`src/rtl/wb_timer_slave.sv`:
```
// wb_timer_slave: Wishbone classic timer/compare slave with prescaler, sticky match and level irq
module wb_timer_slave #(
  parameter int          PRESCALE    = 4,
  parameter logic [31:0] COMPARE_RST = 32'hFFFF_FFFF
) (
  input  logic        clk,
  input  logic        rst,
  input  logic        wb_cyc_i,
  input  logic        wb_stb_i,
  input  logic        wb_we_i,
  input  logic [31:0] wb_adr_i,
  input  logic [3:0]  wb_sel_i,
  input  logic [31:0] wb_dat_i,
  output logic [31:0] wb_dat_o,
  output logic        wb_ack_o,
  output logic        irq_o
);
  logic [2:0]  ctrl;
  logic [31:0] count, compare, rdata;
  logic [15:0] pre;
  logic        match, hit, wr, wr_count, tick, eq, w1c;
  logic [1:0]  a;
  function automatic logic [31:0] merge(input logic [31:0] old, input logic [31:0] d, input logic [3:0] s);
    merge = old;
    for (int i = 0; i < 4; i++) if (s[i]) merge[8*i +: 8] = d[8*i +: 8];
  endfunction
  assign a        = wb_adr_i[3:2];
  assign hit      = wb_cyc_i & wb_stb_i & ~wb_ack_o;
  assign wr       = hit & wb_we_i;
  assign wr_count = wr && a == 2'd1;
  assign tick     = ctrl[0] && pre == 16'(PRESCALE - 1);
  // a CPU write to COUNT at a tick edge suppresses that tick's compare
  assign eq       = tick && count == compare && !wr_count;
  assign w1c      = wr && a == 2'd3 && wb_sel_i[0] && wb_dat_i[0];
  always_comb begin
    rdata = a == 2'd0 ? {29'd0, ctrl} : a == 2'd1 ? count : a == 2'd2 ? compare : {31'd0, match};
  end
  always_ff @(posedge clk or posedge rst) begin
    if (rst) begin
      ctrl     <= '0;
      count    <= '0;
      compare  <= COMPARE_RST;
      match    <= 1'b0;
      pre      <= '0;
      wb_ack_o <= 1'b0;
      wb_dat_o <= '0;
      irq_o    <= 1'b0;
    end else begin
      wb_ack_o <= hit;
      wb_dat_o <= hit ? rdata : 32'd0;
      irq_o    <= match & ctrl[2];
      if (ctrl[0]) pre <= tick ? 16'd0 : pre + 16'd1;
      if (wr && a == 2'd0 && wb_sel_i[0]) ctrl <= wb_dat_i[2:0];
      if (wr && a == 2'd2) compare <= merge(compare, wb_dat_i, wb_sel_i);
      if (wr_count) count <= merge(count, wb_dat_i, wb_sel_i);
      else if (tick) count <= (eq && ctrl[1]) ? 32'd0 : count + 32'd1;
      match <= eq | (match & ~w1c);
    end
  end
endmodule

```
`config.mk`:
```
export PLATFORM = sky130hd
export DESIGN_NAME = wb_timer_slave
export DESIGN_NICKNAME = d
export VERILOG_FILES = /design/src/rtl/wb_timer_slave.sv
export SDC_FILE = /design/constraint.sdc
export NUM_CORES = 1
export LEC_CHECK = 0
export ABC_AREA = 1
export BUFFER_PORTS_ARGS = -buffer_cell sky130_fd_sc_hd__buf_2
export CELL_PAD_IN_SITES_DETAIL_PLACEMENT = 0
export CELL_PAD_IN_SITES_GLOBAL_PLACEMENT = 2
export CORE_ASPECT_RATIO = 1.25
export CORE_UTILIZATION = 33
export DETAILED_ROUTE_END_ITERATION = 10
export PLACE_DENSITY = 0.77
export RECOVER_POWER = 25
export SYNTH_ARGS = -nofsm -noshare
export SYNTH_HDL_FRONTEND = slang
export SYNTH_SLANG_ARGS = --single-unit
```
`constraint.sdc`:
```
create_clock -name clk -period 5 [get_ports clk]
set_clock_uncertainty 0.15 [all_clocks]
set_input_delay 1 -clock clk [delete_from_list [all_inputs] [get_ports clk]]
set_output_delay 1 -clock clk [all_outputs]
set_load 0.03 [all_outputs]
```
==> impl_metrics.yaml <==
sta:
  tns_ns: 0
  timing.final.crit_share_pct: 58.73
  slew_viol_final: 54
  finalCriticalPeriod_ns: 2.937
  hold_viol: 0
  tightest_slew_ns: 2.390
  setup_violations: 0
  fmax_ghz: 0.3405
  rsz0062_at_grt: "no"
  slew-limit-headroom_pct: -60.24
synthesis:
  yosys_warnings: 0
  synth_edf_count: 0
  synth_ff_type: "dfrtp_1"
  ys_top_cells_by_count: "nand2_1 (227), nor2_1 (101), inv_1 (91), dfrtp_1 (86), a21oi_1 (82)"
  yosys-top-cells-area: "dfrtp_1 (32%), nand2_1 (13%), dfstp_2 (12%)"
  synth.distinct_cells: 34
  synthArstFlopShare_pct: 100.0
  syn_avg_cell_area_sq_um: 7.639
  yosysTopAreaCell: "dfrtp_1"
  synth_top_area_share_pct: 31.94
  syn-num-nets: 957
  synth_area_sq_um: 6738
  syn_inst: 882
  synthMostInstantiatedCell: "nand2_1"
  ys_ff_latch: 118
  seq_area_frac_synth_pct: 44.42
detailed_routing:
  wirelength_microns: 18910
  met1_length_microns: 8485
  route.met2.wl_microns: 9541
  drt_iter0_drc: 303
  wl_met3_microns: 566
  ant_nets: 0
  wl_per_cell_microns: 15.38
  top_layer_used: "met4"
  drc: 0
  num_vias: 5741
  drtPass1Iterations: 4
  vias_per_cell: 4.671
place:
  dpl.hpwl_microns: 13740
  place_area_sq_um: 7305
  globalplace.congestion: 0.7925
  io_buffers: 76
floorplan:
  dieHeight_microns: 161.8
  start_util_pct: 33.52
  dieArea_sq_um: 21000
  rows: 58
  die_w_microns: 129.8
  coreArea_sq_um: 20100
  ioPinCount: 107
clock_tree:
  clock_latency_ns: 0.43
  ctsHoldBuffers: 0
  clk_pin_slew_ns: 0.06
  cts_root_buffer: "clkbuf_16"
  cts_buffers: 17
  cts_resized: 0
  cts_max_level: 4
  cts_max_path_buffers: 2
  cts.sinks: 118
  postCtsSetupRepairBufs: 0
  tritoncts: "yes"
final_layout:
  final-seq-area_sq_um: 2993
  num-fill-cells: 2167
  fin_util_pct: 39.16
  final_layout_size_suffix_gt1_share_pct: 20.13
  antennaDiodeCount: 0
  nets: 1021
  area_delta_synth_final_pct: 16.84
  multi_input_area_sq_um: 3169
  final_cell_area_sq_um: 7873
status:
  violations: "capacitance limit, slew limit"
  run_status: "finished with violations"
global_routing:
  antenna_found_initial: 0
  grt-ovfl-total: 0
  grt_pass1_vias: 5669
  grt_pass1_wl_microns: 30860
  grtUsageTotal_pct: 19.50
  grt_max_degree: 54
hold_path:
  min_path_cells: 2
  hold_path_class: "reg2reg"
power_and_ir_drop:
  pwr_density_cell_nw_per_um2: 476.3
  p_comb_share_pct: 27.4
  switchingPower_mw: 1.387
  p_leak_nw: 3.925
  internal_power_mw: 2.362
  vdd_drop_max_mv: 0.2686
  seqPwrFrac_pct: 40.5
  pwr-share-clk_pct: 32.1
  switching_share_pct: 37.00
worst_setup_path:
  required_ns: 5.17
  cp.arrival_ns: 3.11
  critPathLaunchType: "primary input"
  rr_worst_depth: 10
  cp_max_fo: 35
  worstSetupEndpointType: "register"
  worstSetupPathType: "in2reg"
run:
  cap_viol_max_count: 1
## logic make-up (layout without fill, tap and decap cells)
kind of cell | after synthesis | count (layout) | share of synthesized area [%]
and+or+nand+nor | 451 | 451 | 30.25
buffers and inverters | 134 | 211 | 8.468
AOI/OAI and AO/OA | 125 | 125 | 9.397
DFF | 118 | 118 | 44.42
xor gates and xnor gates | 43 | 43 | 5.590
muxes | 9 | 9 | 1.504
adders and majority gates | 2 | 2 | 0.3713
## layer usage
layer  vias to the layer above  global-route usage, %
met5                         -                      0
met4                         0                  6.765
met3                        21                  3.261
met2                        84                  32.57
met1                      2705                  25.26
li1                       2931                      -
## cell usage in the layout (no fill, tap or decap), types with 17 or more instances in the layout
cell       count
inv_1         90
xor2_1        23
xnor2_1       20
dfrtp_1       86
o21ai_0       41
nand3b_1      18
clkbuf_16     17
nand2_1      227
dfstp_2       32
nor2_1       101
nand3_1       53
buf_2         76
a21oi_1       82
## state kept, by name, indices dropped and copies added, names as in the netlist
| signal | flops |
|---|---|
| wb_dat_o | 32 |
| pre | 16 |
| ctrl | 3 |
| compare | 32 |
| irq_o | 1 |
| wb_ack_o | 1 |
| match | 1 |
| count | 32 |
## layout make-up
cell class	count	share of cell area (%)
multi-input combinational	630	40.26
tap	270	4.291
sequential	118	38.02
clock inverter	13	1.669
timing repair buffer	84	5.594
clock buffer	19	5.626
inverter	95	4.545
## path summary, 6_finish.rpt
check,start,end,slack (ns)
setup / recovery,wb_stb_i,count[6],2.06
hold / removal,compare[19],compare[19],0.34
setup reg to reg,pre[0],count[6],2.27
hold reg to reg,compare[19],compare[19],0.34
max in group asynchronous,rst,compare[25],2.25
min in group asynchronous,rst,wb_dat_o[6],1.06
## per-stage QoR
step | total power, mW | hold slack [ns] | cells | setup WS (ns)
4_1_cts | 3.802 | 0.3429 | 1229 | 2.043
2_1_floorplan | 2.314 | 0.3018 | 882 | 0.7738
6_report | 3.749 | 0.3447 | 1229 | 2.063
3_5_place_dp | 2.575 | 0.3334 | 1197 | 1.589
3_3_place_gp | 2.571 | 0.3193 | 1197 | 1.585
5_1_grt | 4.037 | 0.3653 | 1229 | 1.787
## worst max-delay path: stages
cell	delay, ns
buf_2	0.09
inv_1	0.04
nor2_1	0.03
nand2_1	0.17
nor2_4	0.11
nand2_4	0.33
nand3_1	0.14
nor2_2	0.18
nand3_2	0.55
nand3_1	0.28
nand2_1	0.07
nand2_1	0.06
nand2_1	0.05
## power by group through the flow
stage	logic, mW	registers [mW]	clock network, mW
2_1_floorplan	0.948	1.37	0
3_3_place_gp	1.03	1.54	0
3_5_place_dp	1.04	1.54	0
4_1_cts	1.04	1.52	1.24
5_1_grt	1.19	1.57	1.28
6_report	1.03	1.52	1.20
Note: power is estimated with default switching activity, not from simulation.
